===== src/rtl/alu_seq_pkg.sv =====
// -----------------------------------------------------------------------------
// alu_seq_pkg
// Shared definitions for the ALU command sequencer:
//   - opcode encodings (identical to the board ALU opcodes)
//   - sequencer state encoding
//   - queued command layout and width
//   - alu_result(): the single-cycle opcode results
// -----------------------------------------------------------------------------
package alu_seq_pkg;

  localparam int CMD_W = 7;

  localparam logic [2:0] OP_MUL   = 3'b000;
  localparam logic [2:0] OP_SHR   = 3'b001;
  localparam logic [2:0] OP_SHL   = 3'b010;
  localparam logic [2:0] OP_NZ    = 3'b011;
  localparam logic [2:0] OP_LOGIC = 3'b100;
  localparam logic [2:0] OP_ADD2  = 3'b101;
  localparam logic [2:0] OP_ADD   = 3'b110;
  localparam logic [2:0] OP_INC   = 3'b111;

  typedef enum logic {
    ST_IDLE = 1'b0,
    ST_MUL  = 1'b1
  } state_e;

  typedef struct packed {
    logic [2:0] op;
    logic [3:0] a;
  } cmd_t;

  // Result of every single-cycle opcode; b is the low nibble of the
  // accumulator. OP_MUL is handled by the shift-add sequence and yields 0 here.
  function automatic logic [7:0] alu_result(input logic [2:0] op,
                                            input logic [3:0] a,
                                            input logic [3:0] b);
    logic [4:0] sum5;
    logic [4:0] inc5;
    logic [7:0] b8;
    logic [7:0] res;
    sum5 = {1'b0, a} + {1'b0, b};
    inc5 = {1'b0, a} + 5'd1;
    b8   = {4'b0000, b};
    res  = 8'd0;
    case (op)
      OP_INC:          res = {3'b000, inc5};
      OP_ADD, OP_ADD2: res = {3'b000, sum5};
      OP_LOGIC:        res = {a | b, a ^ b};
      OP_NZ:           res = {7'd0, |(a | b)};
      OP_SHL:          res = b8 << a;   // shift by 8 or more empties the byte
      OP_SHR:          res = b8 >> a;
      default:         res = 8'd0;
    endcase
    return res;
  endfunction

endpackage


===== src/rtl/cmd_fifo.sv =====
// -----------------------------------------------------------------------------
// cmd_fifo
// Synchronous first-word-fall-through FIFO holding queued commands.
// Ports:
//   clock, reset         rising-edge clock, synchronous active-high reset
//   push, wr_data        write request (ignored when full)
//   pop                  remove head (ignored when empty)
//   rd_data              current head entry, valid while !empty
//   full, empty, count   occupancy status
// The head is read asynchronously so a command pushed at one edge can be
// executed at the very next edge.
// -----------------------------------------------------------------------------
module cmd_fifo
  import alu_seq_pkg::*;
#(
  parameter int DEPTH = 4,
  parameter int PTR_W = 2,
  parameter int WIDTH = CMD_W
) (
  input  logic             clock,
  input  logic             reset,
  input  logic             push,
  input  logic [WIDTH-1:0] wr_data,
  input  logic             pop,
  output logic [WIDTH-1:0] rd_data,
  output logic             full,
  output logic             empty,
  output logic [PTR_W:0]   count
);

  logic [WIDTH-1:0] mem_q [DEPTH];
  logic [PTR_W-1:0] wr_ptr_q, wr_ptr_d;
  logic [PTR_W-1:0] rd_ptr_q, rd_ptr_d;
  logic [PTR_W:0]   count_q, count_d;
  logic             push_ok;
  logic             pop_ok;

  assign full    = (count_q == (PTR_W + 1)'(DEPTH));
  assign empty   = (count_q == '0);
  assign push_ok = push && !full;   // no pass-through when full, even on a pop
  assign pop_ok  = pop && !empty;
  assign rd_data = mem_q[rd_ptr_q];
  assign count   = count_q;

  always_comb begin
    wr_ptr_d = wr_ptr_q;
    rd_ptr_d = rd_ptr_q;
    count_d  = count_q;
    // Pointers wrap naturally since DEPTH is a power of two.
    if (push_ok) wr_ptr_d = wr_ptr_q + 1'b1;
    if (pop_ok)  rd_ptr_d = rd_ptr_q + 1'b1;
    case ({push_ok, pop_ok})
      2'b10:   count_d = count_q + 1'b1;
      2'b01:   count_d = count_q - 1'b1;
      default: count_d = count_q;
    endcase
  end

  always_ff @(posedge clock) begin
    if (reset) begin
      wr_ptr_q <= '0;
      rd_ptr_q <= '0;
      count_q  <= '0;
    end else begin
      wr_ptr_q <= wr_ptr_d;
      rd_ptr_q <= rd_ptr_d;
      count_q  <= count_d;
    end
  end

  // Storage needs no reset: entries are only observed when count says so.
  always_ff @(posedge clock) begin
    if (push_ok) mem_q[wr_ptr_q] <= wr_data;
  end

endmodule


===== src/rtl/alu_cmd_sequencer.sv =====
// -----------------------------------------------------------------------------
// alu_cmd_sequencer
// Pops {opcode, A} commands from a small FIFO and executes them against an
// 8-bit accumulator. Single-cycle opcodes retire one per cycle; OP_MUL runs a
// 4-cycle shift-add of acc[3:0] * A.
// Ports:
//   clock, reset            rising-edge clock, synchronous active-high reset
//   step                    (only with ALU_SEQ_STEP_EN) pop enable in IDLE
//   cmd_valid/cmd_ready     command handshake, cmd_ready = !full
//   cmd_op, cmd_a           opcode and operand A
//   res_valid               one-cycle pulse after acc was updated by a command
//   acc                     accumulator register
//   busy                    multiply in progress or FIFO non-empty
//   fifo_count              queued entries
// Configuration macro: ALU_SEQ_STEP_EN adds the step input for single-stepping.
// -----------------------------------------------------------------------------
module alu_cmd_sequencer
  import alu_seq_pkg::*;
#(
  parameter int DEPTH = 4,
  parameter int PTR_W = 2
) (
  input  logic             clock,
  input  logic             reset,
`ifdef ALU_SEQ_STEP_EN
  input  logic             step,
`endif
  input  logic             cmd_valid,
  output logic             cmd_ready,
  input  logic [2:0]       cmd_op,
  input  logic [3:0]       cmd_a,
  output logic             res_valid,
  output logic [7:0]       acc,
  output logic             busy,
  output logic [PTR_W:0]   fifo_count
);

  cmd_t           head;
  logic [CMD_W-1:0] head_bits;
  logic           fifo_full;
  logic           fifo_empty;
  logic           pop_gate;
  logic           pop;

  state_e         state_q, state_d;
  logic [7:0]     acc_q, acc_d;
  logic           res_valid_q, res_valid_d;
  logic [3:0]     mcand_q, mcand_d;
  logic [3:0]     mplier_q, mplier_d;
  logic [7:0]     product_q, product_d;
  logic [1:0]     cnt_q, cnt_d;
  logic [7:0]     partial;

  cmd_fifo #(
    .DEPTH (DEPTH),
    .PTR_W (PTR_W),
    .WIDTH (CMD_W)
  ) u_fifo (
    .clock   (clock),
    .reset   (reset),
    .push    (cmd_valid),
    .wr_data ({cmd_op, cmd_a}),
    .pop     (pop),
    .rd_data (head_bits),
    .full    (fifo_full),
    .empty   (fifo_empty),
    .count   (fifo_count)
  );

  assign head = cmd_t'(head_bits);

`ifdef ALU_SEQ_STEP_EN
  assign pop_gate = step;
`else
  assign pop_gate = 1'b1;
`endif

  // The multiply never pops; the next command waits at the head until IDLE.
  assign pop = (state_q == ST_IDLE) && !fifo_empty && pop_gate;

  assign partial = mplier_q[cnt_q] ? ({4'b0000, mcand_q} << cnt_q) : 8'd0;

  always_comb begin
    state_d     = state_q;
    acc_d       = acc_q;
    res_valid_d = 1'b0;
    mcand_d     = mcand_q;
    mplier_d    = mplier_q;
    product_d   = product_q;
    cnt_d       = cnt_q;
    case (state_q)
      ST_IDLE: begin
        if (pop) begin
          if (head.op == OP_MUL) begin
            mcand_d   = acc_q[3:0];
            mplier_d  = head.a;
            product_d = 8'd0;
            cnt_d     = 2'd0;
            state_d   = ST_MUL;
          end else begin
            acc_d       = alu_result(head.op, head.a, acc_q[3:0]);
            res_valid_d = 1'b1;
          end
        end
      end
      ST_MUL: begin
        product_d = product_q + partial;
        cnt_d     = cnt_q + 1'b1;
        // Last iteration: retire straight from the adder output.
        if (cnt_q == 2'd3) begin
          acc_d       = product_d;
          res_valid_d = 1'b1;
          state_d     = ST_IDLE;
        end
      end
      default: state_d = ST_IDLE;
    endcase
  end

  always_ff @(posedge clock) begin
    if (reset) begin
      state_q     <= ST_IDLE;
      acc_q       <= 8'd0;
      res_valid_q <= 1'b0;
      mcand_q     <= 4'd0;
      mplier_q    <= 4'd0;
      product_q   <= 8'd0;
      cnt_q       <= 2'd0;
    end else begin
      state_q     <= state_d;
      acc_q       <= acc_d;
      res_valid_q <= res_valid_d;
      mcand_q     <= mcand_d;
      mplier_q    <= mplier_d;
      product_q   <= product_d;
      cnt_q       <= cnt_d;
    end
  end

  assign acc       = acc_q;
  assign res_valid = res_valid_q;
  assign cmd_ready = !fifo_full;
  assign busy      = (state_q == ST_MUL) || (fifo_count != '0);

endmodule


===== config.mk =====
export PLATFORM = sky130hd
export DESIGN_NAME = alu_cmd_sequencer
export DESIGN_NICKNAME = d
export VERILOG_FILES = /design/src/rtl/alu_seq_pkg.sv /design/src/rtl/cmd_fifo.sv /design/src/rtl/alu_cmd_sequencer.sv
export SDC_FILE = /design/constraint.sdc
export NUM_CORES = 1
export LEC_CHECK = 0
export BUFFER_PORTS_ARGS = -buffer_cell sky130_fd_sc_hd__buf_2
export CORE_MARGIN = 4
export CORE_UTILIZATION = 51
export CTS_BUF_LIST = sky130_fd_sc_hd__clkbuf_4
export DETAILED_ROUTE_END_ITERATION = 8
export PLACE_DENSITY = 0.69
export SLEW_MARGIN = 20
export SYNTH_ARGS = -nofsm -noshare
export SYNTH_HDL_FRONTEND = slang
export SYNTH_HIERARCHICAL = 1
export SYNTH_SLANG_ARGS = --single-unit

===== constraint.sdc =====
create_clock -name clock -period 3.35 [get_ports clock]
set_input_delay 0.67 -clock clock [delete_from_list [all_inputs] [get_ports clock]]
set_output_delay 0.67 -clock clock [all_outputs]
set_load 0.01 [all_outputs]

## Word level (Yosys, flattened, before mapping)

Memories as Yosys holds them, arrays and structs flattened. A register that Yosys moved wholly into a read port is not among the register bits.
Index checks and enable logic that the tools add are counted.

| word-level totals | value |
|---|---|
| bits in writable memories | 28 |
| word-level logic and storage cells | 83 |
| output and inout port bits | 14 |
| memories | 1 |
| bits in registers | 35 |

| operators by class | value |
|---|---|
| equality and inequality tests | 15 |
| shift operators | 3 |
| bitwise gates (word level) | 3 |
| reduce and logical (&&, ||, !) cells | 15 |
| magnitude comparators | 1 |
| muxes and demuxes | 27 |
| add/subtract/negate cells | 8 |

Memory list:

| name | words | bits a word | read ports | clocked after memory_dff | wr ports | RTL line | source |
|---|---|---|---|---|---|---|---|
| u_fifo.mem_q | 4 | 7 | 1 | 1 | 1 | cmd_fifo.sv:31 | `logic [WIDTH-1:0] mem_q [DEPTH];` |

Operator list:

| cell | count |
|---|---|
| 8-bit two-way mux | 6 |
| 8-bit case mux with 6 select lines | 1 |
| 8-bit case mux with 2 select lines | 2 |
| 3-bit equality test (second input constant) | 5 |
| 1-bit two-way mux | 9 |
| 8-bit adder | 1 |
| 2-bit two-way mux | 4 |
| 4-bit by 2-bit left shift with 8-bit output | 1 |
| 4-bit by 4-bit left shift with 8-bit output | 1 |
| 4-bit by 4-bit right shift with 8-bit output | 1 |
| 2-bit by 1-bit adder with 2-bit output (second input constant) | 3 |
| 3-bit by 2-bit equality test with 1-bit output (second input constant) | 2 |
| 3-bit zero test | 2 |
| 2-bit by 1-bit != test with 1-bit output (second input constant) | 3 |
| 3-bit case mux with 2 select lines | 1 |
| 3-bit AND reduction | 2 |
| 4-bit by 1-bit adder with 5-bit output (second input constant) | 1 |
| 4-bit by 4-bit adder with 5-bit output | 1 |
| 2-bit equality test (second input constant) | 2 |
| 4-bit bitwise OR | 1 |
| 1-bit case mux with 2 select lines | 2 |
| 2-bit case mux with 2 select lines | 1 |
| 4-bit OR reduction | 1 |
| 4-bit bitwise XOR | 1 |
| 15 further kinds | 18 |

## Depth between registers and ports, before layout

Gate-level depths: netlist of run 1.

| depth | value |
|---|---|
| word-level depth | 6 |
| depth in mapped cells | 12 |
| gate-level depth less buffers | 10 |

## By module

The synthesis of run 1 kept the hierarchy.

By module, submodules not included:

| module | area each (µm²) | sequential area each (µm²) | cells each | instances |
|---|---|---|---|---|
| alu_cmd_sequencer | 2275.9 | 560.5 | 285 | 1 |
| cmd_fifo | 1492.7 | 1021.0 | 91 | 1 |

## Worst setup path after synthesis of run 1

Ideal clock, no wire load.

| path | value |
|---|---|
| path kind | register to register |
| start | reg with a tool-made name |
| end | reg acc_q[4] (netlist: acc[4]) |
| buffers on the path | 2 |
| setup slack | 0.434 ns |
| data arrival time | 2.774 ns |
| library setup time | 0.143 ns |
| stages on the path, launching flop included | 13 |
| data required time | 3.207 ns |
| path through | dfxtp_1 > buf_2 > mux4_2 > buf_2 > xor2_1 > nand3_1 > ha_1 > fa_1 > a21o_1 > a211oi_1 > a211oi_1 > a41oi_1 > a311oi_1 |

RTL lines:

| what | RTL line | source |
|---|---|---|
| end signal: assignment | alu_cmd_sequencer.sv:123 | `acc_q <= 8'd0;` |
| end signal: assignment | alu_cmd_sequencer.sv:131 | `acc_q <= acc_d;` |
| end: declaration | alu_cmd_sequencer.sv:46 | `logic [7:0] acc_q, acc_d;` |

==> impl_metrics.env, run 1 <==
export IMPL_status="finished, final reports clean"
export IMPL_nets=432
export IMPL_synth_seq_cells=65
export IMPL_grt_overflow_total=0
export IMPL_syn_inst=376
export IMPL_antenna_found_initial=0
export IMPL_rr_endpoint="acc[4]"
export IMPL_min_to="u_fifo/mem_q[0][4]"
export IMPL_drive_gt1_share_pct=16.7
export IMPL_synth_area_leaders="edfxtp_1 22%, dfxtp_1 20%, ha_1 7.6%, mux4_2 6.0%, a21oi_1 3.3%"
export IMPL_p_comb_share_pct=45.3
export IMPL_switching_power_mw=1.25
export IMPL_synth_edf_count=28
export IMPL_slew_headroom_pct=52.2
export IMPL_design_core_area_sq_um=7210
export IMPL_worstHoldPathCells=1
export IMPL_hold_path_class="primary input to register"
export IMPL_worst_slack_ns=0.322
export IMPL_clockPowerShare_pct=19.0
export IMPL_synth_seq_area_share_pct=42.0
export IMPL_portBuffers=23
export IMPL_cts_resized=0
export IMPL_wl_per_cell_microns=16.1
export IMPL_drt_iter0_drc=192
export IMPL_yosysUniqueCellTypes=64
export IMPL_post_route_min_period_ns=3.03
export IMPL_cp_start_kind="register"
export IMPL_yosys_area_top_type="edfxtp_1"
export IMPL_crit_path_end_kind="register"
export IMPL_synth_compound_area_share_pct=15.7
export IMPL_clk_path_buf_depth=2
export IMPL_die_w_microns=94.0
export IMPL_diodes=0
export IMPL_ant_nets=0
export IMPL_required_ns=3.63
export IMPL_worstSkewPairLatency_ns=0.43
export IMPL_criticalPathCategory="register to register"
export IMPL_clock_skew_ns=0.0186
export IMPL_yosys_area_share_simple_pct=18.0
export IMPL_drv_slew=0
export IMPL_drt_pass1_iterations=4
export IMPL_yosys_warnings=6
export IMPL_num_rows=31
export IMPL_final_period_utilization_pct=90.4
export IMPL_synthAdderAreaFrac_pct=9.23
export IMPL_worstHoldStart="cmd_op[0]"
export IMPL_area_growth_pct=9.33
export IMPL_synth_top_family_by_area="simple AND/OR/NAND/NOR gates"
export IMPL_max_slew_worst_pin_slew_ns=0.718
export IMPL_finalWirelength_mm=8.05
export IMPL_final_cell_mix="37 x dfxtp_1, 32 x nand2_1, 28 x edfxtp_1"
export IMPL_drc_errors=0
export IMPL_netlist_area_sq_um=3770
export IMPL_first_global_vias=2738
export IMPL_grt_total_usage_pct=19.4
export IMPL_drv_cap=0
export IMPL_ff2ff_path_depth=10
export IMPL_final_common_cell="dfxtp_1"
export IMPL_grt_setup_unrepaired="false"
export IMPL_grt_max_degree=41
export IMPL_slowest_stage="mux4_2"
export IMPL_die_y_microns=94.0
export IMPL_p_sw_share_pct=41.6
export IMPL_crit_fanout=5
export IMPL_clockRootBuffer="clkbuf_4"
export IMPL_syn_avg_cell_area_sq_um=10.0
export IMPL_pre_cts_slack_ns=0.331
export IMPL_cell_internal_pwr_mw=1.76
export IMPL_powerDensity_nw_per_um2=730
export IMPL_grt_first_pass_wirelength_mm=13.3
export IMPL_multi_input_area_sq_um=2020
export IMPL_worstPathArrival_ns=3.31
export IMPL_max_freq_mhz=330
export IMPL_io_pins=24
export IMPL_cts_buffers=9
export IMPL_cts_hold_buf=0
export IMPL_route_vias_total=2897
export IMPL_start_util_pct=52.2
export IMPL_clk_pin_slew_ns=0.13
export IMPL_clock_sinks=65
export IMPL_peakVddDrop_mv=0.559
export IMPL_p_leak_nw=1.58
export IMPL_synth_main_ff_cell="dfxtp_1"
export IMPL_dieArea_sq_um=8830
export IMPL_synthXorXnorAreaFrac_pct=1.86
export IMPL_cp_slowest_stage_delay_ns=0.57
export IMPL_register_area_sq_um=1580
export IMPL_hpwl_mm=5.81
export IMPL_cts_tree="built"
export IMPL_seqPwrFrac_pct=35.7
export IMPL_setup_tns_ns=0
export IMPL_finalSetupViolCount=0
export IMPL_vias_per_cell=5.79
export IMPL_synthMuxAreaShare_pct=8.67
export IMPL_fillers=673
export IMPL_postCtsSetupBuffers=0
export IMPL_async_reset_ff_share_pct=0
export IMPL_place_gp_congestion=0.950
export IMPL_cts_max_level=3
export IMPL_crit_chain="mux4_2, xor2_1, nand3_1, ha_1, fa_1, a21o_1, a211oi_1, a211oi_1, a41oi_1, a311oi_1"
export IMPL_reg2reg_slack_ns=0.32
export IMPL_cpMostUsedCell="a211oi_1"
export IMPL_syn_nets=412
export IMPL_synth_top_cell_area_share_pct=22.3
export IMPL_hold_viol_final=0
-- layout make-up --
type	instances	share of cell area [%]
multi-input combinational	269	49.0
sequential	65	38.4
timing repair buffer	30	4.07
tap	99	3.01
clock inverter	7	2.03
inverter	21	1.91
clock buffer	9	1.64
-- sequential cells by signal, summed over array words and instances, names as in the netlist, named ones only --
register,count
state_q,1
u_fifo/count,3
res_valid,1
acc,8
product_q,8
u_fifo/mem_q,28
mcand_q,4
cnt_q,2
u_fifo/rd_ptr_q,2
mplier_q,4
u_fifo/wr_ptr_q,2
-- worst max-delay path by stage --
stage	start	endpoint	slack, ns	cells after the start
detailed placement	register	acc[4]	0.33	10
finish	register	acc[4]	0.32	10
global route	register	acc[4]	0.12	10
CTS	register	acc[4]	0.30	10
floorplan	register	acc[4]	0.43	12
global placement	register	acc[4]	0.41	9
-- metrics by stage --
| stage | utilization [%] | power (mW) | instances | area [sq um] | hold WS (ns) |
|---|---|---|---|---|---|
| 5_1_grt | 57.1 | 3.24 | 500 | 4120 | 0.421 |
| 2_1_floorplan | - | 2.08 | 376 | 3770 | 0.441 |
| 6_report | 57.1 | 3.01 | 500 | 4120 | 0.458 |
| 3_5_place_dp | 55.0 | 2.44 | 484 | 3970 | 0.454 |
| 4_1_cts | 57.1 | 3.02 | 500 | 4120 | 0.436 |
| 3_3_place_gp | 55.0 | 2.41 | 484 | 3970 | 0.451 |
-- Yosys cell counts, types with 2 or more instances --
| library cell | instances |
|---|---|
| dfxtp_1 | 37 |
| a21o_1 | 7 |
| a21oi_1 | 25 |
| inv_1 | 20 |
| or2_2 | 2 |
| nor3_1 | 6 |
| o31ai_2 | 2 |
| mux4_2 | 10 |
| xnor2_1 | 2 |
| xor2_1 | 6 |
| mux2i_1 | 9 |
| nor2_1 | 27 |
| buf_1 | 2 |
| ha_1 | 23 |
| nand3_1 | 16 |
| o211ai_1 | 2 |
| and2_1 | 9 |
| edfxtp_1 | 28 |
| o31ai_1 | 2 |
| o21ai_0 | 17 |
| nand2_1 | 32 |
| fa_1 | 3 |
| nand2b_1 | 2 |
| a211oi_1 | 8 |
| or3_1 | 4 |
| and4_1 | 2 |
| nand3b_1 | 6 |
| a311oi_1 | 3 |
| nand4_1 | 3 |
| o32ai_1 | 2 |
| and3_1 | 3 |
| or4_1 | 3 |
| a22oi_1 | 3 |
| a31oi_1 | 3 |
| clkbuf_1 | 14 |
| nor3_2 | 2 |
| buf_2 | 4 |
-- cell families after synthesis --
| group | after synthesis |
|---|---|
| compound gates | 88 |
| mux | 20 |
| buf+inv | 42 |
| fa+ha+maj | 26 |
| simple gates | 127 |
| flops | 65 |
| xor+xnor | 8 |
-- critical path, delay by kind of cell (launching register included) --
kind / cells / cell delay [ns]
xor gates and xnor gates: 1 / 0.28
DFF: 1 / 0.50
adders and majority gates: 2 / 0.63
AOI/OAI and AO/OA: 5 / 0.78
and+or+nand+nor: 1 / 0.12
muxes: 1 / 0.57
-- power by group through the flow --
stage	Clock [mW]	Sequential (mW)	Combinational [mW]
after floorplan	0	1.05	1.04
after global placement	0	1.09	1.32
after detailed placement	0	1.10	1.35
after CTS	0.591	1.08	1.35
after global routing	0.628	1.09	1.51
final	0.573	1.07	1.36
-- layer usage --
metal	up-vias	global-route usage, %	part of all wire [%]
met4	0	6.62	1.9
met1	1364	24.4	46
met2	64	32.6	48
met3	19	4.57	4.0
met5	-	0	0
li1	1450	-	-
Note: power is estimated with default switching activity, not from simulation.
==> run 2, diff against run 1 <==
--- a/config.mk
+++ b/config.mk
@@ -5,12 +5,12 @@
 export SDC_FILE = /design/constraint.sdc
 export NUM_CORES = 1
 export LEC_CHECK = 0
-export BUFFER_PORTS_ARGS = -buffer_cell sky130_fd_sc_hd__buf_2
 export CORE_MARGIN = 4
 export CORE_UTILIZATION = 51
 export CTS_BUF_LIST = sky130_fd_sc_hd__clkbuf_4
 export DETAILED_ROUTE_END_ITERATION = 8
-export PLACE_DENSITY = 0.69
+export DONT_BUFFER_PORTS = 1
+export PLACE_DENSITY = 0.66
 export SLEW_MARGIN = 20
 export SYNTH_ARGS = -nofsm -noshare
 export SYNTH_HDL_FRONTEND = slang
==> impl_metrics.env, run 2 (synthesis results as in run 1) <==
export IMPL_status="finished, final reports clean"
export IMPL_cts_resized=0
export IMPL_slowest_stage="mux4_2"
export IMPL_finalWirelength_mm=8.11
export IMPL_peakVddDrop_mv=0.396
export IMPL_drt_iter0_drc=215
export IMPL_place_gp_congestion=0.819
export IMPL_setup_tns_ns=0
export IMPL_diodes=0
export IMPL_switching_power_mw=1.20
export IMPL_final_util_pct=56.4
export IMPL_nets=410
export IMPL_drive_gt1_share_pct=11.9
export IMPL_vias_per_cell=5.95
export IMPL_grt_setup_unrepaired="false"
export IMPL_hold_path_class="primary input to register"
export IMPL_cts_hold_buf=0
export IMPL_design_core_area_sq_um=7210
export IMPL_crit_path_end_kind="register"
export IMPL_final_period_utilization_pct=92.7
export IMPL_worstPathArrival_ns=3.40
export IMPL_cpMostUsedCell="a211oi_1"
export IMPL_finalSetupViolCount=0
export IMPL_hold_viol_final=0
export IMPL_post_route_min_period_ns=3.10
export IMPL_met3_length_microns=481
export IMPL_p_leak_nw=1.51
export IMPL_grt_total_usage_pct=20.0
export IMPL_die_y_microns=94.0
export IMPL_seqPwrFrac_pct=35.4
export IMPL_drv_cap=0
export IMPL_ant_nets=0
export IMPL_met2WireLength_mm=3.89
export IMPL_critPathBufInv=0
export IMPL_grt_max_degree=41
export IMPL_fillers=649
export IMPL_postCtsSetupBuffers=0
export IMPL_cts_max_level=3
export IMPL_start_util_pct=52.2
export IMPL_slew_headroom_pct=56.7
export IMPL_met1_length_mm=3.58
export IMPL_clockRootBuffer="clkbuf_4"
export IMPL_p_comb_share_pct=40.5
export IMPL_largest_reg_flops=28
export IMPL_grt_overflow_total=0
export IMPL_cp_slowest_stage_delay_ns=0.67
export IMPL_reg2reg_slack_ns=0.25
export IMPL_cts_buffers=9
export IMPL_antenna_found_initial=0
export IMPL_crit_chain="mux4_2, xor2_1, nand3_1, ha_1, fa_1, a21o_1, a211oi_1, a211oi_1, a41oi_1, a311oi_1"
export IMPL_clock_sinks=65
export IMPL_regMostFlops="u_fifo/mem_q"
export IMPL_io_pins=24
export IMPL_required_ns=3.65
export IMPL_max_freq_mhz=322
export IMPL_final_common_cell="dfxtp_1"
export IMPL_cp_start_kind="register"
export IMPL_area_growth_pct=8.00
export IMPL_drc_errors=0
export IMPL_critPathTopFamily="compound AO/OA/AOI/OAI gates"
export IMPL_clk_pin_slew_ns=0.12
export IMPL_dieArea_sq_um=8830
export IMPL_powerDensity_nw_per_um2=767
export IMPL_portBuffers=0
export IMPL_clock_skew_ns=0.0167
export IMPL_highest_layer="met4"
export IMPL_worstSkewPairLatency_ns=0.42
export IMPL_clockPowerShare_pct=24.1
export IMPL_wl_per_cell_microns=17.0
export IMPL_max_slew_worst_pin_slew_ns=0.645
export IMPL_crit_fanout=11
export IMPL_cell_internal_pwr_mw=1.93
export IMPL_num_rows=31
export IMPL_drv_slew=0
export IMPL_route_vias_total=2843
export IMPL_drt_pass1_iterations=4
export IMPL_p_sw_share_pct=38.3
export IMPL_hpwl_mm=5.92
export IMPL_clk_path_buf_depth=2
export IMPL_cts_tree="built"
export IMPL_die_w_microns=94.0
export IMPL_first_global_vias=2831
export IMPL_grt_first_pass_wirelength_mm=13.8
export IMPL_final_cell_mix="37 x dfxtp_1, 32 x nand2_1, 28 x edfxtp_1"
export IMPL_criticalPathCategory="register to register"
==> run 2: worst paths after layout <==
kind	cells past startpoint	to	start
worst min-delay path	1	product_q[5]	reset
worst min register to register	2	product_q[4]	product_q[4]
worst max-delay path	10	acc[4]	register
worst max register to register	10	acc[4]	register
==> run 2: layer usage <==
layer  vias to the layer above  global-route usage [%]
li1                       1396                       -
met2                        80                    32.1
met4                         0                    8.90
met3                        17                    4.33
met5                         -                       0
met1                      1350                    26.0
==> run 2: layout make-up <==
class,count,area (sq um),share of cell area (%)
multi-input combinational,269,2020,49.6
sequential,65,1580,38.9
clock inverter,7,141,3.47
tap,99,124,3.04
inverter,21,78.8,1.94
clock buffer,9,67.6,1.66
timing repair buffer,8,60.1,1.48
==> run 2: per-stage QoR <==
stage / std cells / setup slack [ns] / area, sq um / hold WS, ns / power, mW
final: 478 / 0.245 / 4070 / 0.299 / 3.12
after global routing: 478 / 0.0201 / 4070 / 0.277 / 3.34
after global placement: 462 / 0.366 / 3860 / 0.445 / 2.36
after floorplan: 376 / 0.434 / 3770 / 0.441 / 2.08
after detailed placement: 462 / 0.290 / 3860 / 0.448 / 2.38
after CTS: 478 / 0.273 / 4070 / 0.286 / 3.14
==> run 2: power by group through the flow <==
stage	clock network [mW]	registers (mW)	logic, mW
6_report	0.752	1.11	1.27
5_1_grt	0.793	1.13	1.42
4_1_cts	0.763	1.11	1.26
3_5_place_dp	0	1.13	1.25
3_3_place_gp	0	1.12	1.23
2_1_floorplan	0	1.05	1.04
==> run 3, diff against run 2 <==
--- a/config.mk
+++ b/config.mk
@@ -5,9 +5,9 @@
 export SDC_FILE = /design/constraint.sdc
 export NUM_CORES = 1
 export LEC_CHECK = 0
-export CORE_MARGIN = 4
+export CORE_MARGIN = 2
 export CORE_UTILIZATION = 51
-export CTS_BUF_LIST = sky130_fd_sc_hd__clkbuf_4
+export CTS_BUF_LIST = sky130_fd_sc_hd__clkbuf_2
 export DETAILED_ROUTE_END_ITERATION = 8
 export DONT_BUFFER_PORTS = 1
 export PLACE_DENSITY = 0.66
==> impl_metrics.env, run 3 (synthesis results as in run 1) <==
export IMPL_drv_slew=0
export IMPL_crit_chain="mux4_2, xor2_1, nand3_1, ha_1, fa_1, a21o_1, a211oi_1, a211oi_1, a41oi_1, a311oi_1"
export IMPL_max_freq_mhz=325
export IMPL_clk_path_buf_depth=2
export IMPL_cp_start_kind="register"
export IMPL_post_route_min_period_ns=3.08
export IMPL_grt_first_pass_wirelength_mm=13.4
export IMPL_place_gp_congestion=0.876
export IMPL_finalWirelength_mm=8.05
export IMPL_regMostFlops="u_fifo/mem_q"
export IMPL_powerDensity_nw_per_um2=717
export IMPL_final_common_cell="dfxtp_1"
export IMPL_busiest_layer="met2"
export IMPL_largest_reg_flops=28
export IMPL_portBuffers=0
export IMPL_wl_per_cell_microns=16.8
export IMPL_finalSetupViolCount=0
export IMPL_setup_tns_ns=0
export IMPL_io_pins=24
export IMPL_first_global_vias=2724
export IMPL_area_growth_pct=5.51
export IMPL_grt_total_usage_pct=20.7
export IMPL_clock_skew_ns=0.0327
export IMPL_clock_sinks=65
export IMPL_start_util_pct=52.2
export IMPL_worst_slack_ns=0.274
export IMPL_drv_cap=0
export IMPL_ant_nets=0
export IMPL_die_w_microns=90.0
export IMPL_dieArea_sq_um=8090
export IMPL_final_period_utilization_pct=91.8
export IMPL_required_ns=3.79
export IMPL_design_core_area_sq_um=7210
export IMPL_cts_buffers=9
export IMPL_critPathBufInv=0
export IMPL_cpMostUsedCell="a211oi_1"
export IMPL_grt_overflow_total=0
export IMPL_grt_use_met3_pct=4.95
export IMPL_max_slew_worst_pin_slew_ns=0.785
export IMPL_cts_max_level=3
export IMPL_status="finished, final reports clean"
export IMPL_hpwl_mm=5.88
export IMPL_crit_path_end_kind="register"
export IMPL_placed_area_sq_um=3860
export IMPL_critPathTopFamily="compound AO/OA/AOI/OAI gates"
export IMPL_num_rows=31
export IMPL_grt_setup_unrepaired="false"
export IMPL_vias_per_cell=5.87
export IMPL_cp_slowest_stage_delay_ns=0.65
export IMPL_fillers=652
export IMPL_clockRootBuffer="clkbuf_2"
export IMPL_peakVddDrop_mv=0.470
export IMPL_grt_max_degree=41
export IMPL_slowest_stage="mux4_2"
export IMPL_pre_cts_slack_ns=0.286
export IMPL_drt_pass1_iterations=5
export IMPL_antenna_found_initial=0
export IMPL_route_vias_total=2807
export IMPL_cts_resized=0
export IMPL_drive_gt1_share_pct=11.6
export IMPL_register_area_sq_um=1580
export IMPL_multi_input_area_sq_um=2020
export IMPL_cts_tree="built"
export IMPL_diodes=0
export IMPL_slew_headroom_pct=47.3
export IMPL_die_y_microns=90.0
export IMPL_final_cell_mix="37 x dfxtp_1, 32 x nand2_1, 28 x edfxtp_1"
export IMPL_drt_iter0_drc=206
export IMPL_drc_errors=0
export IMPL_hold_path_class="primary input to register"
export IMPL_hold_viol_final=0
export IMPL_clk_pin_slew_ns=0.22
export IMPL_p_leak_nw=1.46
export IMPL_gr_usage_met2_pct=34.5
export IMPL_use_met1_pct=26.5
export IMPL_cts_hold_buf=0
export IMPL_crit_fanout=11
export IMPL_criticalPathCategory="register to register"
export IMPL_final_area_sq_um=3980
export IMPL_nets=410
export IMPL_worstPathArrival_ns=3.52
export IMPL_worstSkewPairLatency_ns=0.53
export IMPL_postCtsSetupBuffers=0
-- run 3: changes by cell type in the layout (fill, tap and decap cells not counted) --
cell / change
bufinv_16: -3
clkbuf_2: +9
clkbuf_4: -9
clkinv_1: +1
clkinvlp_4: +2
-- run 3: cell type report --
type	count	area share, %
timing repair buffer	8	1.51
tap	99	3.12
sequential	65	39.8
clock buffer	9	1.13
inverter	21	1.98
clock inverter	7	1.76
multi-input combinational	269	50.7
-- run 3: per-stage QoR --
| step | util (%) | hold WS [ns] | power [mW] | instances |
|---|---|---|---|---|
| after floorplan | - | 0.441 | 2.08 | 376 |
| after global routing | 55.1 | 0.137 | 3.06 | 478 |
| after detailed placement | 53.5 | 0.455 | 2.38 | 462 |
| final | 55.1 | 0.170 | 2.85 | 478 |
| after global placement | 53.5 | 0.445 | 2.35 | 462 |
| after CTS | 55.1 | 0.166 | 2.85 | 478 |
-- run 3: layer usage --
layer | up-vias | part of all wire (%)
met5 | - | 0
li1 | 1395 | -
met1 | 1331 | 45
met4 | 0 | 2.0
met2 | 67 | 49
met3 | 14 | 4.1
-- run 3: final timing paths --
path / from / endpoint / slack, ns / depth (start not counted)
max: register / acc[4] / 0.27 / 10
min: reset / acc[4] / 0.17 / 1
max reg2reg: register / acc[4] / 0.27 / 10
min reg2reg: product_q[0] / product_q[0] / 0.48 / 2
-- run 3: worst register-to-register path: cells and delay by family (launching register included) --
family                     cells  cell delay [ns]
adders and majority gates      2             0.64
DFF                            1             0.52
AOI/OAI and AO/OA              5             0.76
xor gates and xnor gates       1             0.28
muxes                          1             0.65
and+or+nand+nor                1             0.12
-- run 3: power breakdown --
part | leakage [nW] | total [mW] | internal [mW] | switching (mW)
Clock | 0.0620 | 0.485 | 0.170 | 0.315
Combinational | 0.843 | 1.27 | 0.539 | 0.728
Sequential | 0.558 | 1.10 | 0.938 | 0.163
